`config.mk`:
```
export PLATFORM = sky130hd
export DESIGN_NAME = ram_dump_uart_flat
export DESIGN_NICKNAME = d
export VERILOG_FILES = /design/src/rtl/ram_dump_uart_if.sv /design/src/rtl/ram_dump_uart.sv /design/src/flat_wrapper.sv
export SDC_FILE = /design/constraint.sdc
export NUM_CORES = 1
export LEC_CHECK = 0
export BUFFER_PORTS_ARGS = -buffer_cell sky130_fd_sc_hd__buf_2
export CAP_MARGIN = 20
export CORE_AREA = 2 2 106 108
export CTS_BUF_LIST = sky130_fd_sc_hd__clkbuf_4 sky130_fd_sc_hd__clkbuf_8 sky130_fd_sc_hd__clkbuf_16
export DETAILED_ROUTE_END_ITERATION = 10
export DIE_AREA = 0 0 108 110
export PLACE_DENSITY = 0.51
export SLEW_MARGIN = 20
export SYNTH_ARGS = -nofsm -noshare
export SYNTH_HDL_FRONTEND = slang
export SYNTH_SLANG_ARGS = --single-unit
```
`constraint.sdc`:
```
create_clock -name CLK_50 -period 2.6 [get_ports CLK_50]
set_input_delay 0.78 -clock CLK_50 [delete_from_list [all_inputs] [get_ports CLK_50]]
set_output_delay 0.78 -clock CLK_50 [all_outputs]
set_load 0.01 [all_outputs]
```
`src/rtl/ram_dump_uart_if.sv`:
```
// RAM read-port bundle between the dump stage and the data RAM.
// master: drives rd_addr, receives rd_data (valid one cycle after rd_addr).
interface ram_dump_uart_if #(
    parameter int DATA_WIDTH = 16,
    parameter int ADDR_WIDTH = 10
) ();
    logic [ADDR_WIDTH-1:0] rd_addr;
    logic [DATA_WIDTH-1:0] rd_data;

    modport master (output rd_addr, input rd_data);
    modport slave  (input rd_addr, output rd_data);
endinterface

```
`src/rtl/ram_dump_uart.sv`:
```
// Post-run RAM dump: on a rising edge of finished, reads words 0..DUMP_WORDS-1
// and sends each as uppercase ASCII hex (MSB nibble first) + CR LF over 8N1 UART.
// Ports: CLK_50, resetN (sync, active low), finished, ram (read port master),
//        uart_tx (idle high), busy (dump in progress), done (dump finished).
module ram_dump_uart #(
    parameter int DATA_WIDTH         = 16,
    parameter int RAM_REGISTER_COUNT = 1024,
    parameter int DUMP_WORDS         = 1024,
    parameter int CLKS_PER_BIT       = 434
) (
    input  logic             CLK_50,
    input  logic             resetN,
    input  logic             finished,
    ram_dump_uart_if.master  ram,
    output logic             uart_tx,
    output logic             busy,
    output logic             done
);
    localparam int AW   = $clog2(RAM_REGISTER_COUNT);
    localparam int NDIG = DATA_WIDTH / 4;
    localparam int DGW  = $clog2(NDIG) + 1;
    localparam int CW   = $clog2(CLKS_PER_BIT);

    localparam logic [AW:0]     LAST_W = (AW+1)'(DUMP_WORDS - 1);
    localparam logic [DGW-1:0]  LAST_D = DGW'(NDIG - 1);
    localparam logic [CW-1:0]   LAST_C = CW'(CLKS_PER_BIT - 1);

    typedef enum logic [3:0] {
        S_IDLE, S_ADDR, S_WAIT, S_LATCH, S_DIGIT, S_CR, S_LF, S_FIN, S_DONE
    } state_t;

    state_t                state_q;
    logic                  fin_q;
    logic [AW:0]           word_q;
    logic [AW:0]           word_nxt;
    logic [AW-1:0]         rd_addr_q;
    logic [DATA_WIDTH-1:0] shift_q;
    logic [DGW-1:0]        digit_q;
    logic                  tx_busy_q;
    logic [8:0]            tx_sh_q;
    logic [3:0]            bit_q;
    logic [CW-1:0]         clk_q;
    logic                  tx_q;
    logic                  busy_q;
    logic                  done_q;

    logic                  start;
    logic                  tx_last;
    logic                  load;
    logic [7:0]            tx_byte;

    function automatic logic [7:0] hex_ascii(input logic [3:0] n);
        return (n < 4'd10) ? (8'h30 + {4'h0, n}) : (8'h37 + {4'h0, n});
    endfunction

    assign start    = finished & ~fin_q;
    assign word_nxt = word_q + (AW+1)'(1);
    // Last cycle of the stop bit: the FSM leaves FIN here so the next
    // word (or DONE) begins exactly as the line returns to idle.
    assign tx_last  = tx_busy_q && (bit_q == 4'd9) && (clk_q == LAST_C);

    always_comb begin
        load    = 1'b0;
        tx_byte = 8'h00;
        unique case (state_q)
            S_DIGIT: begin
                load    = ~tx_busy_q;
                tx_byte = hex_ascii(shift_q[DATA_WIDTH-1 -: 4]);
            end
            S_CR: begin
                load    = ~tx_busy_q;
                tx_byte = 8'h0D;
            end
            S_LF: begin
                load    = ~tx_busy_q;
                tx_byte = 8'h0A;
            end
            default: ;
        endcase
    end

    always_ff @(posedge CLK_50) begin
        if (!resetN) begin
            state_q   <= S_IDLE;
            fin_q     <= 1'b0;
            word_q    <= '0;
            rd_addr_q <= '0;
            shift_q   <= '0;
            digit_q   <= '0;
            tx_busy_q <= 1'b0;
            tx_sh_q   <= '0;
            bit_q     <= '0;
            clk_q     <= '0;
            tx_q      <= 1'b1;
            busy_q    <= 1'b0;
            done_q    <= 1'b0;
        end else begin
            fin_q <= finished;

            // TX engine: tx_sh_q holds data bits then the stop bit.
            if (tx_busy_q) begin
                if (clk_q == LAST_C) begin
                    clk_q <= '0;
                    if (bit_q == 4'd9) begin
                        tx_busy_q <= 1'b0;
                        tx_q      <= 1'b1;
                    end else begin
                        tx_q    <= tx_sh_q[0];
                        tx_sh_q <= {1'b1, tx_sh_q[8:1]};
                        bit_q   <= bit_q + 4'd1;
                    end
                end else begin
                    clk_q <= clk_q + CW'(1);
                end
            end else if (load) begin
                tx_busy_q <= 1'b1;
                tx_q      <= 1'b0;
                tx_sh_q   <= {1'b1, tx_byte};
                bit_q     <= '0;
                clk_q     <= '0;
            end

            unique case (state_q)
                S_IDLE, S_DONE: begin
                    if (start) begin
                        state_q   <= S_ADDR;
                        word_q    <= '0;
                        rd_addr_q <= '0;
                        busy_q    <= 1'b1;
                        done_q    <= 1'b0;
                    end
                end
                S_ADDR:  state_q <= S_WAIT;
                S_WAIT:  state_q <= S_LATCH;
                S_LATCH: begin
                    shift_q <= ram.rd_data;
                    digit_q <= '0;
                    state_q <= S_DIGIT;
                end
                S_DIGIT: begin
                    if (load) begin
                        shift_q <= {shift_q[DATA_WIDTH-5:0], 4'h0};
                        digit_q <= digit_q + DGW'(1);
                        if (digit_q == LAST_D) state_q <= S_CR;
                    end
                end
                S_CR: if (load) state_q <= S_LF;
                S_LF: if (load) state_q <= S_FIN;
                S_FIN: begin
                    if (tx_last) begin
                        if (word_q == LAST_W) begin
                            state_q <= S_DONE;
                            busy_q  <= 1'b0;
                            done_q  <= 1'b1;
                        end else begin
                            word_q    <= word_nxt;
                            rd_addr_q <= word_nxt[AW-1:0];
                            state_q   <= S_ADDR;
                        end
                    end
                end
                default: state_q <= S_IDLE;
            endcase
        end
    end

    assign ram.rd_addr = rd_addr_q;
    assign uart_tx     = tx_q;
    assign busy        = busy_q;
    assign done        = done_q;
endmodule
```
`src/flat_wrapper.sv`:
```
// flat-port wrapper written by rule: the top's interface ports become plain ports
module ram_dump_uart_flat 
#(
    parameter int DATA_WIDTH         = 16,
    parameter int RAM_REGISTER_COUNT = 1024,
    parameter int DUMP_WORDS         = 1024,
    parameter int CLKS_PER_BIT       = 434
)
  (CLK_50, resetN, finished, uart_tx, busy, done, ram_rd_addr, ram_rd_data);
  ram_dump_uart_if #(.DATA_WIDTH(DATA_WIDTH)) ram_i ();
  input  logic CLK_50;
  input  logic resetN;
  input  logic finished;
  output logic uart_tx;
  output logic busy;
  output logic done;
  output wire logic [$bits(ram_i.rd_addr)-1:0] ram_rd_addr;
  input wire logic [$bits(ram_i.rd_data)-1:0] ram_rd_data;
  assign ram_rd_addr = ram_i.rd_addr;
  assign ram_i.rd_data = ram_rd_data;
  ram_dump_uart #(.DATA_WIDTH(DATA_WIDTH), .RAM_REGISTER_COUNT(RAM_REGISTER_COUNT), .DUMP_WORDS(DUMP_WORDS), .CLKS_PER_BIT(CLKS_PER_BIT)) u_core (.CLK_50(CLK_50), .resetN(resetN), .finished(finished), .ram(ram_i), .uart_tx(uart_tx), .busy(busy), .done(done));
endmodule
```
==> results.yml <==
synth:
  synthTopCellsByArea: "dfxtp_1 (39%), nand2_1 (5.8%), nor2_1 (5.2%), a21oi_1 (4.1%), a311oi_1 (3.9%)"
  synth-async-reset-ratio: 0
  synth_fp_nets: 412
  yosys_warnings: 0
  syn_inst: 385
  synth_edf_count: 0
  synth-seq-area-share: 0.386
  synth_cell_type_count: 53
  ys_seq_elements: 61
  synth_top_flop_cell: "dfxtp_1"
  netlist.area_leader.share: 0.386
  syn_area_per_cell_sq_um: 8.23
  syn_area_sq_mm: 0.00317
  yosysTopAreaCell: "dfxtp_1"
global_routing:
  grt_max_degree: 36
  grt_usage: 0.136
  grt_pass1_vias: 2683
  antenna_found_initial: 0
  gr-total-overflow: 0
  grt_first_pass_wirelength_mm: 12.7
cells_and_area:
  fill_cells: 1163
  postLayoutCoreUtil: 0.335
  antenna_cells: 0
  stdcell_count: 549
  layout.nets: 432
  multiInputGateArea_sq_mm: 0.00170
  drive_above_1_share: 0.174
  seq_area_sq_mm: 0.00122
  area_growth_pct: 13.0
setup_path:
  setup.worst_path.end_class: "flip-flop"
  cp_cell_sequence: "inv_1, ha_1, nand3b_1, or4b_1, nand2_1, o311ai_0, o211a_1"
  worst-endpoint-arrival_ns: 2.32
  worstSetupPathType: "reg -> reg"
  worstSetupStartpointType: "flip-flop"
  path_max_fanout: 14
  cp_data_required_time_ns: 2.83
  rr_worst_depth: 7
  reg2reg_from: "u_core.bit_q[1]$_SDFFE_PN0P_"
  r2r_end: "u_core.tx_sh_q[6]$_SDFFE_PN0P_"
  slowest_delay_ns: 0.48
  rrSetupSlack_ns: 0.51
  cp_slowest_cell: "or4b_1"
min_path:
  hold_depth: 2
  whs_endpoint: "u_core.digit_q[1]$_SDFFE_PN0P_"
  holdCritPathClass: "reg -> reg"
  hp-start: "u_core.digit_q[1]$_SDFFE_PN0P_"
routing:
  wire_per_inst_um: 13.5
  firstDrtPassIters: 4
  routed_wl_mm: 7.39
  routed-via-count: 2787
  ant_nets: 0
  avgViaCountPerCell: 5.08
  drc: 0
  drt-initial-drc-count: 108
sta:
  period_share: 0.802
  min_period_ns: 2.09
  rsz0062_at_grt: "no"
  finalHoldViolations: 0
  finalWorstSetupSlack_ns: 0.514
  setup_viol: 0
  fmax_mhz: 479
  fin_tns_setup_ns: 0
  drv_slew: 0
  hold_slack_ns: 0.459
  relSlewSlack: 0.437
  fin_skew_ns: 0.00796
  worst_pin_slew_ns: 0.845
clocking:
  cts_hold_buf: 0
  clk_latency_ns: 0.34
  clk_pin_slew_worst_paths_ns: 0.06
  root_buffer: "clkbuf_8"
  postCtsResizedCells: 0
  post_cts_buffers: 0
  cts_num_sinks: 61
  cts_buffer_depth: 2
  cts_tree: "built"
  cts_buffers: 9
  cts_max_level: 3
die:
  io_pins: 32
  coreArea_sq_mm: 0.0107
  initial_utilization: 0.296
  dieArea_sq_mm: 0.0119
  num_rows: 38
  die_h_um: 110
  die_w_um: 108
place:
  pre_cts_slack_ns: 0.387
  place.gp.congestion: 0.763
  numPortBuffers: 31
  dp.cells: 534
  dpl.hpwl_mm: 4.97
pwr:
  ir_worst_vdd_mv: 0.416
  leakage_nw: 1.36
  power_density_mw_per_mm2: 692
run_status:
  status: "finished clean"
flow_run:
  drv_cap: 0
## kinds of logic after synthesis
group / after synthesis / share of synthesized area
AND/OR/NAND/NOR: 165 / 0.274
AO/OA/AOI/OAI: 101 / 0.220
flip-flops: 61 / 0.386
buffers and inverters: 46 / 0.0766
adder cells (fa/ha/maj): 8 / 0.0316
XOR/XNOR: 2 / 0.00553
multiplexers: 2 / 0.00632
## metrics by stage
step	instance area [sq um]	power [W]
4_1_cts	3580	0.00252
2_1_floorplan	3170	0.00157
3_3_place_gp	3390	0.00168
3_5_place_dp	3390	0.00170
6_report	3580	0.00248
5_1_grt	3580	0.00264
## layout by cell type (no fill, tap or decap), types with 12 or more instances in the layout
cell type and instances:
nand2_1 49, buf_2 31, a21oi_1 26, clkbuf_8 12
nand3_1 17, o21ai_0 14, a311oi_1 14, nor2_1 44
dfxtp_1 61, buf_4 13
## sequential cells by signal, indices dropped and copies added, names as in the netlist
signal              cells
u_core.shift_q         16
u_core.clk_q            9
u_core.ram.rd_addr      9
u_core.tx_sh_q          9
u_core.bit_q            4
u_core.state_q          4
u_core.digit_q          3
u_core.word_q           2
u_core.busy             1
u_core.done             1
u_core.fin_q            1
u_core.tx_busy_q        1
u_core.uart_tx          1
## how the worst max path moves through the flow
| stage | from | end | slack (ns) |
|---|---|---|---|
| after floorplan | u_core.clk_q[0]$_SDFFE_PN0P_ | u_core.ram.rd_addr[5]$_SDFFE_PN0P_ | 0.71 |
| after global placement | finished | u_core.ram.rd_addr[8]$_SDFFE_PN0P_ | 0.50 |
| final | u_core.bit_q[1]$_SDFFE_PN0P_ | u_core.tx_sh_q[6]$_SDFFE_PN0P_ | 0.51 |
| after CTS | u_core.bit_q[1]$_SDFFE_PN0P_ | u_core.tx_sh_q[6]$_SDFFE_PN0P_ | 0.51 |
| after detailed placement | finished | u_core.ram.rd_addr[3]$_SDFFE_PN0P_ | 0.39 |
| after global routing | u_core.bit_q[1]$_SDFFE_PN0P_ | u_core.tx_sh_q[6]$_SDFFE_PN0P_ | 0.33 |
## Yosys cell counts (5+ instances only)
cell type,number
a21oi_1,26
nand2_1,49
o31ai_1,9
buf_2,5
dfxtp_1,61
nor2_1,44
clkbuf_1,13
o211ai_1,9
ha_1,8
nor3_1,7
o21ai_0,14
or4_1,8
inv_1,10
a311oi_1,14
and3_1,5
nand3_1,17
a22oi_1,6
buf_4,13
nand2b_1,7
## worst max-delay path, delay by kind of cell (launching register included)
kind,cells,cell delay (ns)
flip-flops,1,0.37
buffers and inverters,1,0.06
adder cells (fa/ha/maj),1,0.17
AND/OR/NAND/NOR,3,0.99
AO/OA/AOI/OAI,2,0.38
## cell type report
class | instances | share of cell area
inverter | 11 | 0.0115
sequential | 61 | 0.341
timing repair buffer | 44 | 0.0706
clock buffer | 14 | 0.0503
multi-input combinational | 278 | 0.476
tap | 140 | 0.0490
clock inverter | 1 | 0.00140
## power by group
group / internal [W] / total (W) / switching (W)
Clock: 0.000439 / 0.000803 / 0.000364
Sequential: 0.00103 / 0.00114 / 0.000105
Combinational: 0.000212 / 0.000536 / 0.000323
## metal layers
metal / global-route usage / wire length (um) / vias up
met3: 0.0400 / 285 / 6
met5: 0 / 0 / -
met4: 0.0467 / 76 / 0
met2: 0.226 / 3320 / 42
met1: 0.168 / 3710 / 1313
li1: - / - / 1426
No activity file was read; power rests on OpenSTA's default activity.
